===== src/rtl/iter_sequencer_pkg.sv =====
// Shared definitions for the iteration sequencer: FSM state encoding and run-mode constants.
package iter_sequencer_pkg;

    typedef enum logic [1:0] {
        IDLE = 2'd0,
        RUN  = 2'd1,
        DONE = 2'd2
    } state_t;

    localparam int MODE_ONESHOT = 0;
    localparam int MODE_WRAP    = 1;

endpackage


===== src/rtl/iter_sequencer_up_counter.sv =====
// Ripple-enable up counter built from toggle cells; a synchronous clear wins over counting.
module t_flip_flop (
    input  logic clk,
    input  logic clr,
    input  logic t,
    output logic q
);

    // NOTE: sequential state uses non-blocking assignments so every cell samples pre-edge values.
    always_ff @(posedge clk) begin
        if (clr) begin
            q <= 1'b0;
        end else if (t) begin
            q <= ~q;
        end
    end

endmodule

module up_counter #(
    parameter int WIDTH = 6
) (
    input  logic             clk,
    input  logic             clr,
    input  logic             en,
    output logic [WIDTH-1:0] count
);

    // Bit i toggles when counting is enabled and every lower bit is already 1.
    logic [WIDTH-1:0] toggle;

    assign toggle[0] = en;

    for (genvar i = 1; i < WIDTH; i++) begin : g_carry
        assign toggle[i] = toggle[i-1] & count[i-1];
    end

    for (genvar i = 0; i < WIDTH; i++) begin : g_cell
        t_flip_flop u_tff (
            .clk (clk),
            .clr (clr),
            .t   (toggle[i]),
            .q   (count[i])
        );
    end

endmodule


===== src/rtl/iter_sequencer.sv =====
// Iteration sequencer: runs an index from 0 to a latched terminal count, one-shot or auto-restart.
module iter_sequencer
    import iter_sequencer_pkg::*;
#(
    parameter int WIDTH = 6,
    parameter int LAST  = 32,
    parameter int MODE  = MODE_ONESHOT
) (
    input  logic             clk,
    input  logic             reset,
    input  logic             start,
    input  logic             enable,
    input  logic             abort,
    input  logic [WIDTH-1:0] limit,
    output logic [WIDTH-1:0] count,
    output logic             busy,
    output logic             ready,
    output logic             first,
    output logic             last,
    output logic             done
);

    localparam logic [WIDTH-1:0] LAST_TERM = WIDTH'(LAST);
    localparam bit               WRAP      = (MODE == MODE_WRAP);

    state_t           state;
    state_t           state_nxt;
    logic [WIDTH-1:0] term;
    logic [WIDTH-1:0] term_nxt;
    logic             wrap_done;
    logic             wrap_done_nxt;
    logic             cnt_clr;
    logic             cnt_en;
    logic             at_term;

    up_counter #(
        .WIDTH (WIDTH)
    ) u_counter (
        .clk   (clk),
        .clr   (cnt_clr),
        .en    (cnt_en),
        .count (count)
    );

    assign at_term = (count == term);

    // NOTE: every signal gets a default before the case so no path leaves it unassigned (no latch).
    always_comb begin
        state_nxt     = state;
        term_nxt      = term;
        wrap_done_nxt = 1'b0;
        cnt_clr       = 1'b0;
        cnt_en        = 1'b0;

        case (state)
            IDLE, DONE: begin
                if (start) begin
                    term_nxt  = (limit == '0) ? LAST_TERM : limit;
                    cnt_clr   = 1'b1;
                    state_nxt = RUN;
                end else begin
                    state_nxt = IDLE;
                end
            end
            RUN: begin
                if (abort) begin
                    cnt_clr   = 1'b1;
                    state_nxt = IDLE;
                end else if (enable) begin
                    if (!at_term) begin
                        cnt_en = 1'b1;
                    end else if (WRAP) begin
                        cnt_clr       = 1'b1;
                        wrap_done_nxt = 1'b1;
                    end else begin
                        state_nxt = DONE;
                    end
                end
            end
            default: begin
                state_nxt = IDLE;
            end
        endcase

        // Reset also zeroes the counter through its synchronous clear.
        if (reset) begin
            cnt_clr = 1'b1;
        end
    end

    always_ff @(posedge clk) begin
        if (reset) begin
            state     <= IDLE;
            term      <= LAST_TERM;
            wrap_done <= 1'b0;
        end else begin
            state     <= state_nxt;
            term      <= term_nxt;
            wrap_done <= wrap_done_nxt;
        end
    end

    // All outputs decode registered state and count only.
    assign busy  = (state == RUN);
    assign ready = (state == IDLE) || (state == DONE);
    assign first = busy && (count == '0);
    assign last  = busy && at_term;
    assign done  = (state == DONE) || wrap_done;

endmodule


===== config.mk =====
export PLATFORM = sky130hd
export DESIGN_NAME = iter_sequencer
export DESIGN_NICKNAME = d
export VERILOG_FILES = /design/src/rtl/iter_sequencer_pkg.sv /design/src/rtl/iter_sequencer_up_counter.sv /design/src/rtl/iter_sequencer.sv
export SDC_FILE = /design/constraint.sdc
export NUM_CORES = 1
export LEC_CHECK = 0
export ABC_AREA = 1
export BUFFER_PORTS_ARGS = -buffer_cell sky130_fd_sc_hd__buf_2
export CORE_ASPECT_RATIO = 1.5
export CORE_MARGIN = 5
export CORE_UTILIZATION = 35
export DETAILED_ROUTE_END_ITERATION = 7
export PLACE_DENSITY = 0.63
export REMOVE_ABC_BUFFERS = 1
export SYNTH_ARGS = -nofsm -noshare
export SYNTH_HDL_FRONTEND = slang
export SYNTH_SLANG_ARGS = --single-unit

===== constraint.sdc =====
create_clock -name clk -period 2.5 [get_ports clk]
set_input_delay 0.5 -clock clk [delete_from_list [all_inputs] [get_ports clk]]
set_output_delay 0.5 -clock clk [all_outputs]
set_load 0.005 [all_outputs]

== After elaboration in Yosys (flattened, before gate mapping) ==
Index checks and enable logic that the tools add are counted.

* Register bits after elaboration: 14
* Output and inout port bits: 11
* Logic and storage cells: 47

* Mux-type cells: 14
* Bitwise gates (word level): 11
* Reductions and logical operators: 9
* Equal/unequal tests: 5

{| class="wikitable"
|+ Operators with widths
! kind !! number
|-
| logical NOT 6 bit || 2
|-
| two-way mux 1 bit || 8
|-
| == test 6 bit || 1
|-
| two-way mux 2 bit || 3
|-
| two-way mux 6 bit || 1
|-
| NOT 1 bit || 6
|-
| AND 1 bit || 5
|-
| one-hot mux 2 bit (2 select lines) || 1
|-
| AND reduction 2 bit || 2
|-
| inequality test 3 x 2 -> 1 bit, second input constant || 1
|-
| inequality test 3 bit, second input constant || 1
|-
| == test 2 x 1 -> 1 bit, second input constant || 1
|-
| == test 2 bit, second input constant || 1
|-
| logical AND 1 bit || 2
|-
| logical NOT 2 bit || 1
|-
| one-hot mux 1 bit (2 select lines) || 1
|-
| OR reduction 2 bit || 1
|-
| logical OR 1 bit || 1
|}

== Depth between registers and ports, before layout ==
* Depth in word-level cells: 10
* Depth in mapped cells: 11

== By module ==
From an unflattened synthesis, not the netlist that was laid out.

* Cells, all modules: 123
* Area, all modules: 769.5 um2

{| class="wikitable"
|+ By module, submodules not included
! module !! area each (um2) !! cells an instance !! times used !! seq. area each (um2)
|-
| iter_sequencer || 481.7 || 78 || 1 || 160.2
|-
| t_flip_flop || 38.8 || 6 || 6 || 20.0
|-
| up_counter || 55.1 || 9 || 1 || 0.0
|}

== Worst setup path before layout ==
No wires, ideal clock.

* Kind: register to output
* Start: register u_counter.g_cell[3].u_tff.q
* End: output last
* Path buffers: 0
* Data arrival time: 0.961 ns
* Slack: 1.039 ns
* Cell stages (with the launch flop): 7
* Path through: dfxtp_1 inv_1 nand2_1 nand2_1 nor2_1 nand3_2 nor2_1

* Cells in the longest elaborated chain, start to end: 2

{| class="wikitable"
|+ Ends and longest elaborated chain
! item !! line !! RTL
|-
| from (decl) || iter_sequencer_up_counter.sv:6 || <nowiki>output logic q</nowiki>
|-
| from (signal assigned) || iter_sequencer_up_counter.sv:14 || <nowiki>q <= ~q;</nowiki>
|-
| == test 6 bit || iter_sequencer.sv:45 || <nowiki>assign at_term = (count == term);</nowiki>
|-
| logical AND 1 bit || iter_sequencer.sv:107 || <nowiki>assign last = busy && at_term;</nowiki>
|-
| to (decl) || iter_sequencer.sv:19 || <nowiki>output logic last,</nowiki>
|}

No other way between the ends.

== Worst setup path after layout ==
Same ends and word-level chain as after synthesis.

==> out/results.md <==
STA
* **Final min period** 2.03 ns
* **Worst Tran Pin Value** 0.695 ns
* **number of slew-limit violations in the final report** 0
* **clock skew after layout** 0.0130 ns
* **total negative setup slack** 0 ns
* **worst max-slew margin expressed relative to the limit** 0.534
* **Final Cycle Share** 0.813
* **total of endpoints with negative setup slack in the final report** 0
* **achievable frequency** 0.492 GHz
* **RSZ-0062 raised after global routing** false
* **hold violation count in the final report** 0

Clocking
* **hold-fix buffer count after cts** 0
* **root buffer cell** clkbuf_4
* **insertion delay of the later-clocked pin in the worst-skew pair** 0.28 ns
* **clock-pin slew on the worst setup and hold paths** 0.09 ns
* **clock tree from TritonCTS** built
* **total clock buffers created by CTS** 3
* **Setup Fix Bufs, Post-CTS** 0
* **maximum clock insertion buffer count** 2
* **H-tree lvl count** 1
* **sinks on the clock net** 14
* **Resized cells post-CTS** 0

GRT
* **total congestion overflow after global routing** 0
* **GRT met2 Usage** 0.181
* **gr busiest metal** met2
* **number of antenna violations at the first check in global routing** 0
* **largest net degree at the start of global routing** 13
* **met3 demand-to-capacity share in global routing** 0.0213
* **via count of the first global-routing pass** 657
* **global-route track usage on met1** 0.139
* **aggregate global-route resource usage** 0.119
* **first-pass GRT wire length** 2700 um

Setup path
* **endpoint class of the critical path** output port
* **critical path data arrival time** 1.53 ns
* **Required @ worst endpoint** 2.00 ns
* **cells along the critical path** inv_1, nand2_1, nand2_1, nor2_1, nand3_2, nor2_1, buf_2
* **start-to-end type of the worst setup path** reg -> out
* **number of buffer and inverter stages on the critical path** 2
* **largest fanout on the critical path** 8
* **slowest cell on the critical path** dfxtp_1
* **slowest stage delay, CP** 0.48 ns
* **startpoint type of the worst setup path** register
* **CP top delay family** simple AND/OR/NAND/NOR gates

Run status
* **result of the run** completed

Finish
* **diode count** 0
* **fraction of final layout cells sized beyond drive strength 1** 0.256
* **number of cells in the finished layout apart from fillers** 151
* **area added between synthesis and finish** 15.6%
* **total number of nets in the final design** 141

Synthesis
* **mean area per synthesized cell** 6.92 um2
* **share of the yosys chip area belonging to registers** 0.365
* **count of state elements after synthesis** 14
* **share of the synthesized area in the top cell type** 0.365
* **top cell types by occurrence after synthesis** 27 x nand2_1, 20 x inv_1, 14 x dfxtp_1, 10 x nor2_1, 9 x a21oi_1
* **cell taking the most area after synthesis** dfxtp_1
* **Netlist cell types** 18
* **Top FF cell, synth** dfxtp_1
* **asr flop ratio synth** 0
* **synthesized area** 768 um2
* **Synth area leaders** dfxtp_1 36%, nand2_1 13%, inv_1 9.8%, a21oi_1 5.9%, buf_4 5.9%
* **gate count after technology mapping** 111
* **Post-synth EDFFs** 0
* **Yosys warning total** 0
* **most instantiated library cell after synthesis** nand2_1

Power and ir drop
* **standby leakage power** 0.422 nW
* **maximum vdd drop** 0.313 mV
* **Cell Pwr Density** 523 nW/um2

Drt
* **drt initial violations** 8
* **Vias/cell** 4.79
* **Detailed Routing Iterations Pass 1** 4
* **detailed-route wire length** 1590 um
* **average wire per cell in the routed design** 10.5 um
* **DRC violations left** 0
* **number of nets with antenna violations after detailed routing** 0
* **Vias** 723

Floorplanning
* **initial standard-cell utilization of the core** 0.370
* **Chip Height** 67.4 um
* **placeable core area** 2080 um2
* **number of core rows** 20
* **width of the die** 48.3 um
* **total die area** 3250 um2
* **I/O Pins** 22

Place
* **half-perimeter wire length after placement** 1290 um
* **Final GP Congestion** 0.823
* **number of placed instances, taps included** 147
* **port buffer count** 21

Flow run
* **reported max-cap violation count** 0

Min path
* **Hold WC Path Type** in -> reg

-- stage by stage --
step / power, mW / hold slack, ns / worst slack (ns) / util / area (um2)
final: 0.465 / 0.413 / 0.468 / 0.428 / 888
after CTS: 0.469 / 0.407 / 0.438 / 0.428 / 888
after global placement: 0.306 / 0.464 / 0.603 / 0.410 / 852
after detailed placement: 0.307 / 0.463 / 0.510 / 0.410 / 852
after floorplan: 0.284 / 0.443 / 0.978 / - / 719
after global routing: 0.492 / 0.404 / 0.307 / 0.428 / 888
-- cell usage in the layout (no fill, tap or decap) --
master,netlist,final
o2111ai_1,1,1
nand3_2,2,2
inv_1,20,20
a21oi_1,9,9
nand3_1,1,1
inv_2,1,1
nand2_2,1,1
nand4_1,2,2
clkbuf_8,0,1
o21ai_0,7,7
nand2_1,27,27
nor4_1,3,3
dfxtp_1,14,14
nor2_4,3,3
clkbuf_4,0,3
buf_2,0,21
a211oi_1,2,2
nand4_4,1,1
nor2_1,10,10
-- worst register-to-register path: cells and delay by family, from the launching register on --
family,cells,cell delay (ns)
buf+inv,2,0.18
compound gates,3,0.91
flops,1,0.34
simple gates,1,0.25
-- area by class of cell --
cell class              count  area (um2)
fillers                   230        1190
multi-input cells          69         360
repair buffers             21         105
clock buffers               4        36.3
inverters                  21        78.8
flip-flops and latches     14         280
well taps                  22        27.5
-- per-layer routing --
| metal | wire, um | up-vias | part of all wire |
|---|---|---|---|
| met3 | 93 | 4 | 0.059 |
| met4 | 42 | 0 | 0.026 |
| met5 | 0 | - | 0 |
| met1 | 682 | 319 | 0.43 |
| met2 | 770 | 17 | 0.48 |
| li1 | - | 383 | - |
-- report_power, final --
| part | internal [mW] | total (mW) | leakage (nW) | switching [mW] |
|---|---|---|---|---|
| Combinational | 0.0249 | 0.0638 | 0.287 | 0.0389 |
| Clock | 0.0886 | 0.164 | 0.0210 | 0.0751 |
| Sequential | 0.232 | 0.237 | 0.115 | 0.00478 |
-- state kept, by name, summed over array words and instances (netlist names) --
register	flops
u_counter.g_cell.u_tff.q	6
state	2
term	6
-- cell families after synthesis --
family	share of synthesized area
flops	0.365
compound gates	0.135
buf+inv	0.166
simple gates	0.334
-- worst paths after layout --
path	to	depth (start not counted)	slack, ns	from
setup / recovery	last	7	0.47	u_counter.g_cell[3].u_tff.q
hold / removal	term[3]	2	0.41	reset
setup reg to reg	u_counter.g_cell[2].u_tff.q	6	0.75	state[0]
hold reg to reg	term[0]	2	0.48	term[0]
No activity file was read; power rests on OpenSTA's default activity.
